===== src/rtl/st_hazard_ctrl_pkg.sv =====
// rtl/st_hazard_ctrl_pkg.sv - shared constants for the pipeline hazard controller
//
// Purpose: forward-select encodings, Tuse/Tnew width, the "operand not read"
// code and the all-zero bubble loaded into the E shadow stage on a stall.
package st_pkg;

    localparam int TW = 3;

    // Tuse code for an operand the instruction does not read.
    localparam logic [TW-1:0] NO_USE = 3'b111;

    // Forward-mux select encodings.
    localparam logic [1:0] FWD_GRF = 2'd0;
    localparam logic [1:0] FWD_E   = 2'd1;  // link value of a jal in E
    localparam logic [1:0] FWD_M   = 2'd2;
    localparam logic [1:0] FWD_W   = 2'd3;

    // E shadow layout: {addr[4:0], tnew[TW-1:0], rs[4:0], rt[4:0]}.
    localparam int E_W = 15 + TW;
    // M shadow layout: {addr[4:0], tnew[TW-1:0], rt[4:0]}.
    localparam int M_W = 10 + TW;
    // W shadow layout: {addr[4:0]}.
    localparam int W_W = 5;

    // Bubble inserted into E when D stalls: no destination, no sources.
    localparam logic [E_W-1:0] E_BUBBLE = '0;

endpackage


===== src/rtl/st_hazard_ctrl_if.sv =====
// rtl/st_hazard_ctrl_if.sv - D-stage decode in, stall and forward selects out
//
// Purpose: bundles the decode fields produced in D and the hazard outputs.
// Modports:
//   master - decode side: drives D_* fields, observes stall and fwd selects
//   slave  - hazard controller: reads D_* fields, drives stall and fwd selects
interface st_hazard_ctrl_if #(
    parameter int TW = st_pkg::TW
);
    logic [4:0]    D_rs;
    logic [4:0]    D_rt;
    logic [TW-1:0] D_rs_use;
    logic [TW-1:0] D_rt_use;
    logic [4:0]    D_grf_addr;
    logic [TW-1:0] D_tnew;
    logic          stall;
    logic [1:0]    D_fwd_rs;
    logic [1:0]    D_fwd_rt;
    logic [1:0]    E_fwd_rs;
    logic [1:0]    E_fwd_rt;
    logic [1:0]    M_fwd_rt;

    modport master (
        output D_rs, D_rt, D_rs_use, D_rt_use, D_grf_addr, D_tnew,
        input  stall, D_fwd_rs, D_fwd_rt, E_fwd_rs, E_fwd_rt, M_fwd_rt
    );

    modport slave (
        input  D_rs, D_rt, D_rs_use, D_rt_use, D_grf_addr, D_tnew,
        output stall, D_fwd_rs, D_fwd_rt, E_fwd_rs, E_fwd_rt, M_fwd_rt
    );
endinterface


===== src/rtl/st_hazard_ctrl_shadow_reg.sv =====
// rtl/st_hazard_ctrl_shadow_reg.sv - one pipeline shadow stage register
//
// Purpose: holds one stage's hazard-relevant fields.
// Ports:
//   clk    - rising-edge clock
//   reset  - synchronous active-high, loads zero
//   clear  - synchronous bubble, loads CLR_VAL instead of d_in
//   d_in   - next stage contents
//   q_out  - current stage contents
module st_shadow_reg #(
    parameter int           W       = 8,
    parameter logic [W-1:0] CLR_VAL = '0
)(
    input  logic         clk,
    input  logic         reset,
    input  logic         clear,
    input  logic [W-1:0] d_in,
    output logic [W-1:0] q_out
);
    logic [W-1:0] data_d;
    logic [W-1:0] data_q;

    always_comb begin
        data_d = clear ? CLR_VAL : d_in;
    end

    always_ff @(posedge clk) begin
        if (reset) begin
            data_q <= '0;
        end else begin
            data_q <= data_d;
        end
    end

    assign q_out = data_q;
endmodule


===== src/rtl/st_hazard_ctrl.sv =====
// rtl/st_hazard_ctrl.sv - MIPS five-stage stall and forwarding controller
//
// Purpose: shadows destination/Tnew through E, M and W, raises the D stall
// when a source is needed before its producer can supply it, and selects the
// nearest ready producer for the D, E and M operand muxes.
// Ports:
//   clk   - rising-edge clock
//   reset - synchronous active-high, clears all shadow state
//   hz    - slave modport: D decode fields in, stall and fwd selects out
module st_hazard_ctrl
    import st_pkg::FWD_GRF, st_pkg::FWD_E, st_pkg::FWD_M, st_pkg::FWD_W;
    import st_pkg::E_W, st_pkg::M_W, st_pkg::W_W, st_pkg::E_BUBBLE;
#(
    parameter int            TW     = st_pkg::TW,
    parameter logic [TW-1:0] NO_USE = st_pkg::NO_USE
)(
    input  logic              clk,
    input  logic              reset,
    st_hazard_ctrl_if.slave   hz
);
    logic [E_W-1:0] e_d, e_q;
    logic [M_W-1:0] m_d, m_q;
    logic [W_W-1:0] w_d, w_q;

    logic [4:0]    e_addr, e_rs, e_rt, m_addr, m_rt, w_addr;
    logic [TW-1:0] e_tnew, m_tnew, e_tnew_dec;
    logic          rs_conflict, rt_conflict, stall;

    assign {e_addr, e_tnew, e_rs, e_rt} = e_q;
    assign {m_addr, m_tnew, m_rt}       = m_q;
    assign w_addr                       = w_q;

    // Source s with Tuse u must wait while a producer still needs more
    // cycles than u. $0 and NO_USE never wait; NO_USE exceeds any Tnew.
    function automatic logic conflict(input logic [4:0] s, input logic [TW-1:0] u,
                                      input logic [4:0] ea, input logic [TW-1:0] et,
                                      input logic [4:0] ma, input logic [TW-1:0] mt);
        return (s != 5'd0) && (u != NO_USE) &&
               (((ea == s) && (u < et)) || ((ma == s) && (u < mt)));
    endfunction

    always_comb begin
        rs_conflict = conflict(hz.D_rs, hz.D_rs_use, e_addr, e_tnew, m_addr, m_tnew);
        rt_conflict = conflict(hz.D_rt, hz.D_rt_use, e_addr, e_tnew, m_addr, m_tnew);
        stall       = rs_conflict | rt_conflict;
    end

    // Tnew counts down one per stage and saturates at zero.
    always_comb begin
        e_tnew_dec = (e_tnew == '0) ? '0 : e_tnew - TW'(1);
        e_d        = {hz.D_grf_addr, hz.D_tnew, hz.D_rs, hz.D_rt};
        m_d        = {e_addr, e_tnew_dec, e_rt};
        w_d        = m_addr;
    end

    st_shadow_reg #(.W(E_W), .CLR_VAL(E_BUBBLE)) u_e_stage (
        .clk(clk), .reset(reset), .clear(stall), .d_in(e_d), .q_out(e_q)
    );
    st_shadow_reg #(.W(M_W)) u_m_stage (
        .clk(clk), .reset(reset), .clear(1'b0), .d_in(m_d), .q_out(m_q)
    );
    st_shadow_reg #(.W(W_W)) u_w_stage (
        .clk(clk), .reset(reset), .clear(1'b0), .d_in(w_d), .q_out(w_q)
    );

    // Nearest ready producer wins; W always has Tnew 0.
    function automatic logic [1:0] fwd_d(input logic [4:0] s);
        if (s == 5'd0)                            return FWD_GRF;
        else if ((e_addr == s) && (e_tnew == '0)) return FWD_E;
        else if ((m_addr == s) && (m_tnew == '0)) return FWD_M;
        else if (w_addr == s)                     return FWD_W;
        else                                      return FWD_GRF;
    endfunction

    function automatic logic [1:0] fwd_e(input logic [4:0] s);
        if (s == 5'd0)                            return FWD_GRF;
        else if ((m_addr == s) && (m_tnew == '0)) return FWD_M;
        else if (w_addr == s)                     return FWD_W;
        else                                      return FWD_GRF;
    endfunction

    always_comb begin
        hz.stall    = stall;
        hz.D_fwd_rs = fwd_d(hz.D_rs);
        hz.D_fwd_rt = fwd_d(hz.D_rt);
        hz.E_fwd_rs = fwd_e(e_rs);
        hz.E_fwd_rt = fwd_e(e_rt);
        hz.M_fwd_rt = ((m_rt != 5'd0) && (w_addr == m_rt)) ? FWD_W : FWD_GRF;
    end
endmodule


===== src/flat_wrapper.sv =====
// flat-port wrapper written by rule: the top's interface ports become plain ports
module st_hazard_ctrl_flat import st_pkg::FWD_GRF, st_pkg::FWD_E, st_pkg::FWD_M, st_pkg::FWD_W; import st_pkg::E_W, st_pkg::M_W, st_pkg::W_W, st_pkg::E_BUBBLE;
#(
    parameter int            TW     = st_pkg::TW,
    parameter logic [TW-1:0] NO_USE = st_pkg::NO_USE
)
  (clk, reset, hz_D_rs, hz_D_rt, hz_D_rs_use, hz_D_rt_use, hz_D_grf_addr, hz_D_tnew, hz_stall, hz_D_fwd_rs, hz_D_fwd_rt, hz_E_fwd_rs, hz_E_fwd_rt, hz_M_fwd_rt);
  st_hazard_ctrl_if #(.TW(TW)) hz_i ();
  input  logic clk;
  input  logic reset;
  input wire logic [$bits(hz_i.D_rs)-1:0] hz_D_rs;
  input wire logic [$bits(hz_i.D_rt)-1:0] hz_D_rt;
  input wire logic [$bits(hz_i.D_rs_use)-1:0] hz_D_rs_use;
  input wire logic [$bits(hz_i.D_rt_use)-1:0] hz_D_rt_use;
  input wire logic [$bits(hz_i.D_grf_addr)-1:0] hz_D_grf_addr;
  input wire logic [$bits(hz_i.D_tnew)-1:0] hz_D_tnew;
  output wire logic [$bits(hz_i.stall)-1:0] hz_stall;
  output wire logic [$bits(hz_i.D_fwd_rs)-1:0] hz_D_fwd_rs;
  output wire logic [$bits(hz_i.D_fwd_rt)-1:0] hz_D_fwd_rt;
  output wire logic [$bits(hz_i.E_fwd_rs)-1:0] hz_E_fwd_rs;
  output wire logic [$bits(hz_i.E_fwd_rt)-1:0] hz_E_fwd_rt;
  output wire logic [$bits(hz_i.M_fwd_rt)-1:0] hz_M_fwd_rt;
  assign hz_i.D_rs = hz_D_rs;
  assign hz_i.D_rt = hz_D_rt;
  assign hz_i.D_rs_use = hz_D_rs_use;
  assign hz_i.D_rt_use = hz_D_rt_use;
  assign hz_i.D_grf_addr = hz_D_grf_addr;
  assign hz_i.D_tnew = hz_D_tnew;
  assign hz_stall = hz_i.stall;
  assign hz_D_fwd_rs = hz_i.D_fwd_rs;
  assign hz_D_fwd_rt = hz_i.D_fwd_rt;
  assign hz_E_fwd_rs = hz_i.E_fwd_rs;
  assign hz_E_fwd_rt = hz_i.E_fwd_rt;
  assign hz_M_fwd_rt = hz_i.M_fwd_rt;
  st_hazard_ctrl #(.TW(TW), .NO_USE(NO_USE)) u_core (.clk(clk), .reset(reset), .hz(hz_i));
endmodule

===== config.mk =====
export PLATFORM = sky130hd
export DESIGN_NAME = st_hazard_ctrl_flat
export DESIGN_NICKNAME = d
export VERILOG_FILES = /design/src/rtl/st_hazard_ctrl_pkg.sv /design/src/rtl/st_hazard_ctrl_if.sv /design/src/rtl/st_hazard_ctrl_shadow_reg.sv /design/src/rtl/st_hazard_ctrl.sv /design/src/flat_wrapper.sv
export SDC_FILE = /design/constraint.sdc
export NUM_CORES = 1
export LEC_CHECK = 0
export BUFFER_PORTS_ARGS = -buffer_cell sky130_fd_sc_hd__buf_2
export CAP_MARGIN = 20
export CORE_MARGIN = 2
export CORE_UTILIZATION = 60
export CTS_CLUSTER_DIAMETER = 60
export CTS_CLUSTER_SIZE = 24
export DETAILED_ROUTE_END_ITERATION = 12
export PLACE_DENSITY = 0.82
export SLEW_MARGIN = 20
export SYNTH_ARGS = -nofsm -noshare
export SYNTH_HDL_FRONTEND = slang
export SYNTH_SLANG_ARGS = --single-unit

===== constraint.sdc =====
create_clock -name clk -period 5.9 [get_ports clk]
set_clock_uncertainty 0.1 [all_clocks]
set_input_delay 0.59 -clock clk [delete_from_list [all_inputs] [get_ports clk]]
set_output_delay 0.59 -clock clk [all_outputs]
set_load 0.01 [all_outputs]

== Word level (Yosys, flattened, before mapping) ==
Index checks and enable logic that the tools add are counted.
Operators by class
  add/sub/neg operators: 1
  magnitude comparators: 4
  equality and inequality tests: 13
  mux-type cells: 15
  bitwise logic cells: 1
  reductions and logical operators: 28
Operators by type and width (count)
  == test 5 bit: 11
  2-to-1 mux 2 bit: 15
  logical NOT 5 bit: 4
  logical AND 1 bit: 15
  nonzero test 5 bit: 3
  less-than comparator 3 bit: 4
  logical NOT 3 bit: 2
  != test 3 bit (second input constant): 2
  OR reduction 2 bit: 2
  subtractor 3 x 1 -> 3 bit (second input constant): 1
  logical OR 1 bit: 2
  bitwise OR 1 bit: 1
Word-level totals
  register bits: 36
  input bits: 26
  output and inout bits: 11
  logic and storage cells: 66

== Logic depth before layout (Yosys ltp) ==
  word-level depth: 6
  gate-level depth with buffers: 8
  mapped depth without buffers: 7

== Hierarchy ==
A second synthesis with hierarchy kept.
Second synthesis, totals
  cell total of the unflattened synthesis: 226
  area, all modules: 2233.4 sq um
By module, submodules not included
  st_hazard_ctrl: instances 1, cells each 148, area an instance 1066.0 sq um, seq. area each 0.0 sq um
  st_shadow_reg at u_core.u_e_stage: instances 1, cells each 40, area an instance 599.3 sq um, seq. area each 360.3 sq um
  st_shadow_reg at u_core.u_m_stage: instances 1, cells each 28, area an instance 430.4 sq um, seq. area each 260.2 sq um
  st_shadow_reg at u_core.u_w_stage: instances 1, cells each 10, area an instance 137.6 sq um, seq. area each 100.1 sq um

== Worst setup path before layout ==
Ideal clock, no wire load.
  path kind: input-to-output
  start point: in hz_D_rs_use[2]
  end point: out hz_stall
  arrival: 1.794 ns
  required time: 5.210 ns
  setup slack: 3.416 ns
  cell stages on the path: 6
  path buffers: 0
  cell sequence: ha_1 -> a21o_1 -> a31oi_1 -> nand3_1 -> a21oi_2 -> or2_1
Between the ends
  cells in the longest elaborated chain, start to end: 5
  elaborated cells on any way between the ends: 9
  those cells by class: 2 x order compare; 1 x eq/ne; 1 x bitwise; 5 x reduce/logical
RTL lines
  from (decl): RTL line flat_wrapper.sv:13  | input wire logic [$bits(hz_i.D_rs_use)-1:0] hz_D_rs_use;
  less-than comparator 3 bit: RTL line st_hazard_ctrl.sv:39  | (((ea == s) && (u < et)) || ((ma == s) && (u < mt)));
  logical AND 1 bit: RTL line st_hazard_ctrl.sv:39
  logical OR 1 bit: RTL line st_hazard_ctrl.sv:39
  logical AND 1 bit *: RTL line st_hazard_ctrl.sv:38  | return (s != 5'd0) && (u != NO_USE) &&
  bitwise OR 1 bit *: RTL line st_hazard_ctrl.sv:45  | stall = rs_conflict | rt_conflict;
  to (decl): RTL line flat_wrapper.sv:17  | output wire logic [$bits(hz_i.stall)-1:0] hz_stall;
Every way passes the cells marked *; elsewhere a longest branch is shown, timed or not.

== Worst setup path after layout ==
  start point: reg u_core.u_e_stage.data_q[12] (netlist: u_core.u_e_stage.q_out[12])
  end point: out hz_stall
Between the ends
  cells in the longest elaborated chain, start to end: 5
  elaborated cells on any way between the ends: 9
  those cells by class: 2 x order compare; 1 x bitwise; 6 x reduce/logical
RTL lines
  from (decl): RTL line st_hazard_ctrl_shadow_reg.sv:21  | logic [W-1:0] data_q;
  from (signal assigned): RTL line st_hazard_ctrl_shadow_reg.sv:31  | data_q <= data_d;
  less-than comparator 3 bit: RTL line st_hazard_ctrl.sv:39
  logical AND 1 bit: RTL line st_hazard_ctrl.sv:39
  logical OR 1 bit: RTL line st_hazard_ctrl.sv:39
  logical AND 1 bit: RTL line st_hazard_ctrl.sv:38
  bitwise OR 1 bit *: RTL line st_hazard_ctrl.sv:45
Marks and branches as above.

==> results.json <==
{
  "run_status": "complete, no violations",
  "cp.depth": 8,
  "p_comb_share_pct": 20.4,
  "synth_top_area_share_pct": 33.0,
  "setup_viol": 0,
  "tns_ns": 0,
  "vias_per_cell": 5.50,
  "power_frac_seq_pct": 49.9,
  "ant_nets": 0,
  "ff2ff_setup_slack_ns": 3.69,
  "die_x_um": 64.3,
  "grt_pass1_vias": 1693,
  "post-route-period-util_pct": 53.3,
  "p_total_uw": 552,
  "fillers": 267,
  "drtPass1Iterations": 4,
  "reg2reg_to": "u_core.u_e_stage.q_out[16]",
  "initial_utilization_pct": 63.9,
  "clkTransAtPathRegs_ns": 0.09,
  "syn_nets": 268,
  "critical-path-top-delay-family": "compound AO/OA/AOI/OAI gates",
  "synth_area_leaders": "dfxtp_1, xor2_1, nor4b_2",
  "slew-limit-headroom_pct": 52.7,
  "crit_arrival_ns": 2.46,
  "clock.fmax_ghz": 0.318,
  "core_sq_um": 3420,
  "routedWlPerCell_um": 14.8,
  "whs_path_depth": 1,
  "cp-start-kind": "register",
  "ys_seq_elements": 36,
  "grt_max_degree": 37,
  "final_common_cell": "xor2_1",
  "grt_usage_pct": 25.3,
  "setup_ws_ns": 2.75,
  "pre_cts_ws_ns": 2.58,
  "antenna_found_initial": 0,
  "min_path_type": "register to register",
  "drc_errors": 0,
  "p_int_uw": 402,
  "worst_setup_path_end_kind": "primary output",
  "post-route-min-period_ns": 3.15,
  "io_buffer_count": 36,
  "hold_violations": 0,
  "crit_path_max_incr_delay_ns": 0.54,
  "peakVddDrop_mv": 0.186,
  "cts_hold_buf": 0,
  "synthCells": 232,
  "synth.distinct_cells": 31,
  "area_growth_pct": 11.3,
  "cts-root-buf": "clkbuf_4",
  "crit_type": "register to primary output",
  "die_y_um": 64.3,
  "grt_pass1_wl_um": 7980,
  "clk_path_buf_depth": 2,
  "worstSetupStartpoint": "u_core.u_e_stage.q_out[12]",
  "synth_area_sq_um": 2180,
  "p_sw_uw": 150,
  "routed_wirelength_um": 4540,
  "synth_seq_area_share_pct": 33.0,
  "fp.dieArea_sq_um": 4140,
  "ys_warn_count": 0,
  "clkPwrFrac_pct": 29.7,
  "place_area_sq_um": 2350,
  "ctsHtreeMaxLevel": 2,
  "place.gp.congestion": 0.783,
  "cts_tree": "done",
  "timing.critical_path.buf_inv": 2,
  "ctsResizeCount": 0,
  "clkSinkCount": 36,
  "r2r_start": "u_core.u_e_stage.q_out[12]",
  "worst_pin_slew_ns": 0.703,
  "slowest_stage": "a21oi_4",
  "crit_path_max_fanout": 19,
  "rows": 21,
  "nets": 295,
  "drv_cap": 0,
  "design_area_sq_um": 2430,
  "crit_path_cell_trace": "inv_1 -> ha_1 -> a21o_1 -> a31oi_1 -> nand3_1 -> a21oi_4 -> or2_1 -> buf_2",
  "dp_hpwl_um": 3450,
  "drive_gt1_share_pct": 22.7,
  "crit_end": "hz_stall",
  "slew_violations": 0,
  "syn_avg_cell_area_sq_um": 9.41,
  "critPathRequiredTime_ns": 5.21,
  "cts_buffers": 5,
  "p_leak_nw": 1.07,
  "power_density_nw_per_um2": 227,
  "drtIter0Drc": 49,
  "n_antenna_cell": 0,
  "worstSkewPairLatency_ns": 0.34,
  "postCtsSetupRepairBufs": 0,
  "r2r_cells": 7,
  "rsz0062_at_grt": "no",
  "grt-ovfl-total": 0,
  "io-pin-count": 37,
  "vias": 1684,
  "yosysTopAreaCell": "dfxtp_1",
  "layout_common_cells": "xor2_1, buf_2, dfxtp_1",
  "switching_share_pct": 27.2
}
layer usage:
layer  GRT usage (%)  wire (um)  part of all wire [%]
met1            33.1       2110                    46
met3            4.93        226                   5.0
met2            42.2       2160                    47
met4            7.71         51                   1.1
met5               0          0                     0
layout make-up:
class                           instances  area, sq um  share of cell area (%)
Timing Repair Buffer                   37          188                    7.72
Tap cell                               46         57.6                    2.37
Sequential cell                        36          721                    29.7
Multi-Input combinational cell        174         1370                    56.3
Clock inverter                          2         35.0                    1.44
Inverter                                5         18.8                   0.772
Clock buffer                            6         41.3                    1.70
worst reg2reg max path, stage by stage (launching register included):
cell	delay [ns]
dfxtp_1	0.41
inv_1	0.10
ha_1	0.29
a21o_1	0.17
a31oi_1	0.16
nand3_1	0.15
a21oi_4	0.54
nor4b_1	0.14
synthesized netlist by cell type:
library cell	count
ha_1	10
and2_1	2
xnor2_1	16
nand2b_1	6
xor2_1	38
buf_4	1
buf_6	2
nor4b_2	10
nor2_2	1
clkbuf_1	11
a21oi_1	3
nor2b_1	18
buf_1	3
nand4_1	1
or2_1	1
a31o_2	2
o21ai_1	2
a21oi_2	2
a31oi_1	4
nor3_1	10
or4_1	6
dfxtp_1	36
nor2_1	10
nor4_1	3
a221oi_1	2
inv_1	5
a21o_1	4
nand2_1	2
nor4b_1	8
mux2i_1	1
nand3_1	12
logic make-up after synthesis:
family / after synthesis / share of synthesized area [%]
XOR/XNOR: 54 / 21.7
AO/OA/AOI/OAI: 19 / 6.07
multiplexers: 1 / 0.458
AND/OR/NAND/NOR: 90 / 28.4
buffers and inverters: 22 / 4.64
flip-flops: 36 / 33.0
adder cells (fa/ha/maj): 10 / 5.73
flip-flops by register name, summed over array words and instances (netlist names):
register and cells:
u_core.u_m_stage.q_out 13, u_core.u_e_stage.q_out 18, u_core.u_w_stage.q_out 5
power by group through the flow:
| stage | logic [mW] | registers [mW] | clock network, mW |
|---|---|---|---|
| 2_1_floorplan | 0.0860 | 0.271 | 0 |
| 3_3_place_gp | 0.109 | 0.280 | 0 |
| 3_5_place_dp | 0.112 | 0.281 | 0 |
| 4_1_cts | 0.113 | 0.275 | 0.167 |
| 5_1_grt | 0.129 | 0.277 | 0.180 |
| 6_report | 0.112 | 0.275 | 0.164 |
how the worst min path moves through the flow:
stage	start	slack, ns	to
after floorplan	u_core.u_e_stage.q_out[10]	0.35	u_core.u_m_stage.q_out[5]
after global placement	u_core.u_e_stage.q_out[10]	0.40	u_core.u_m_stage.q_out[5]
after detailed placement	u_core.u_e_stage.q_out[15]	0.41	u_core.u_m_stage.q_out[10]
after CTS	hz_D_grf_addr[0]	0.41	u_core.u_e_stage.q_out[13]
after global routing	hz_D_tnew[1]	0.40	u_core.u_e_stage.q_out[11]
final	u_core.u_e_stage.q_out[15]	0.42	u_core.u_m_stage.q_out[10]
metrics by stage:
stage / cells / utilization [%] / hold WS (ns)
after global placement: 298 / 68.7 / 0.399
after floorplan: 232 / - / 0.345
after CTS: 306 / 70.9 / 0.409
after global routing: 306 / 71.1 / 0.405
final: 306 / 71.1 / 0.420
after detailed placement: 298 / 68.7 / 0.412
No activity file was read; power rests on OpenSTA's default activity.
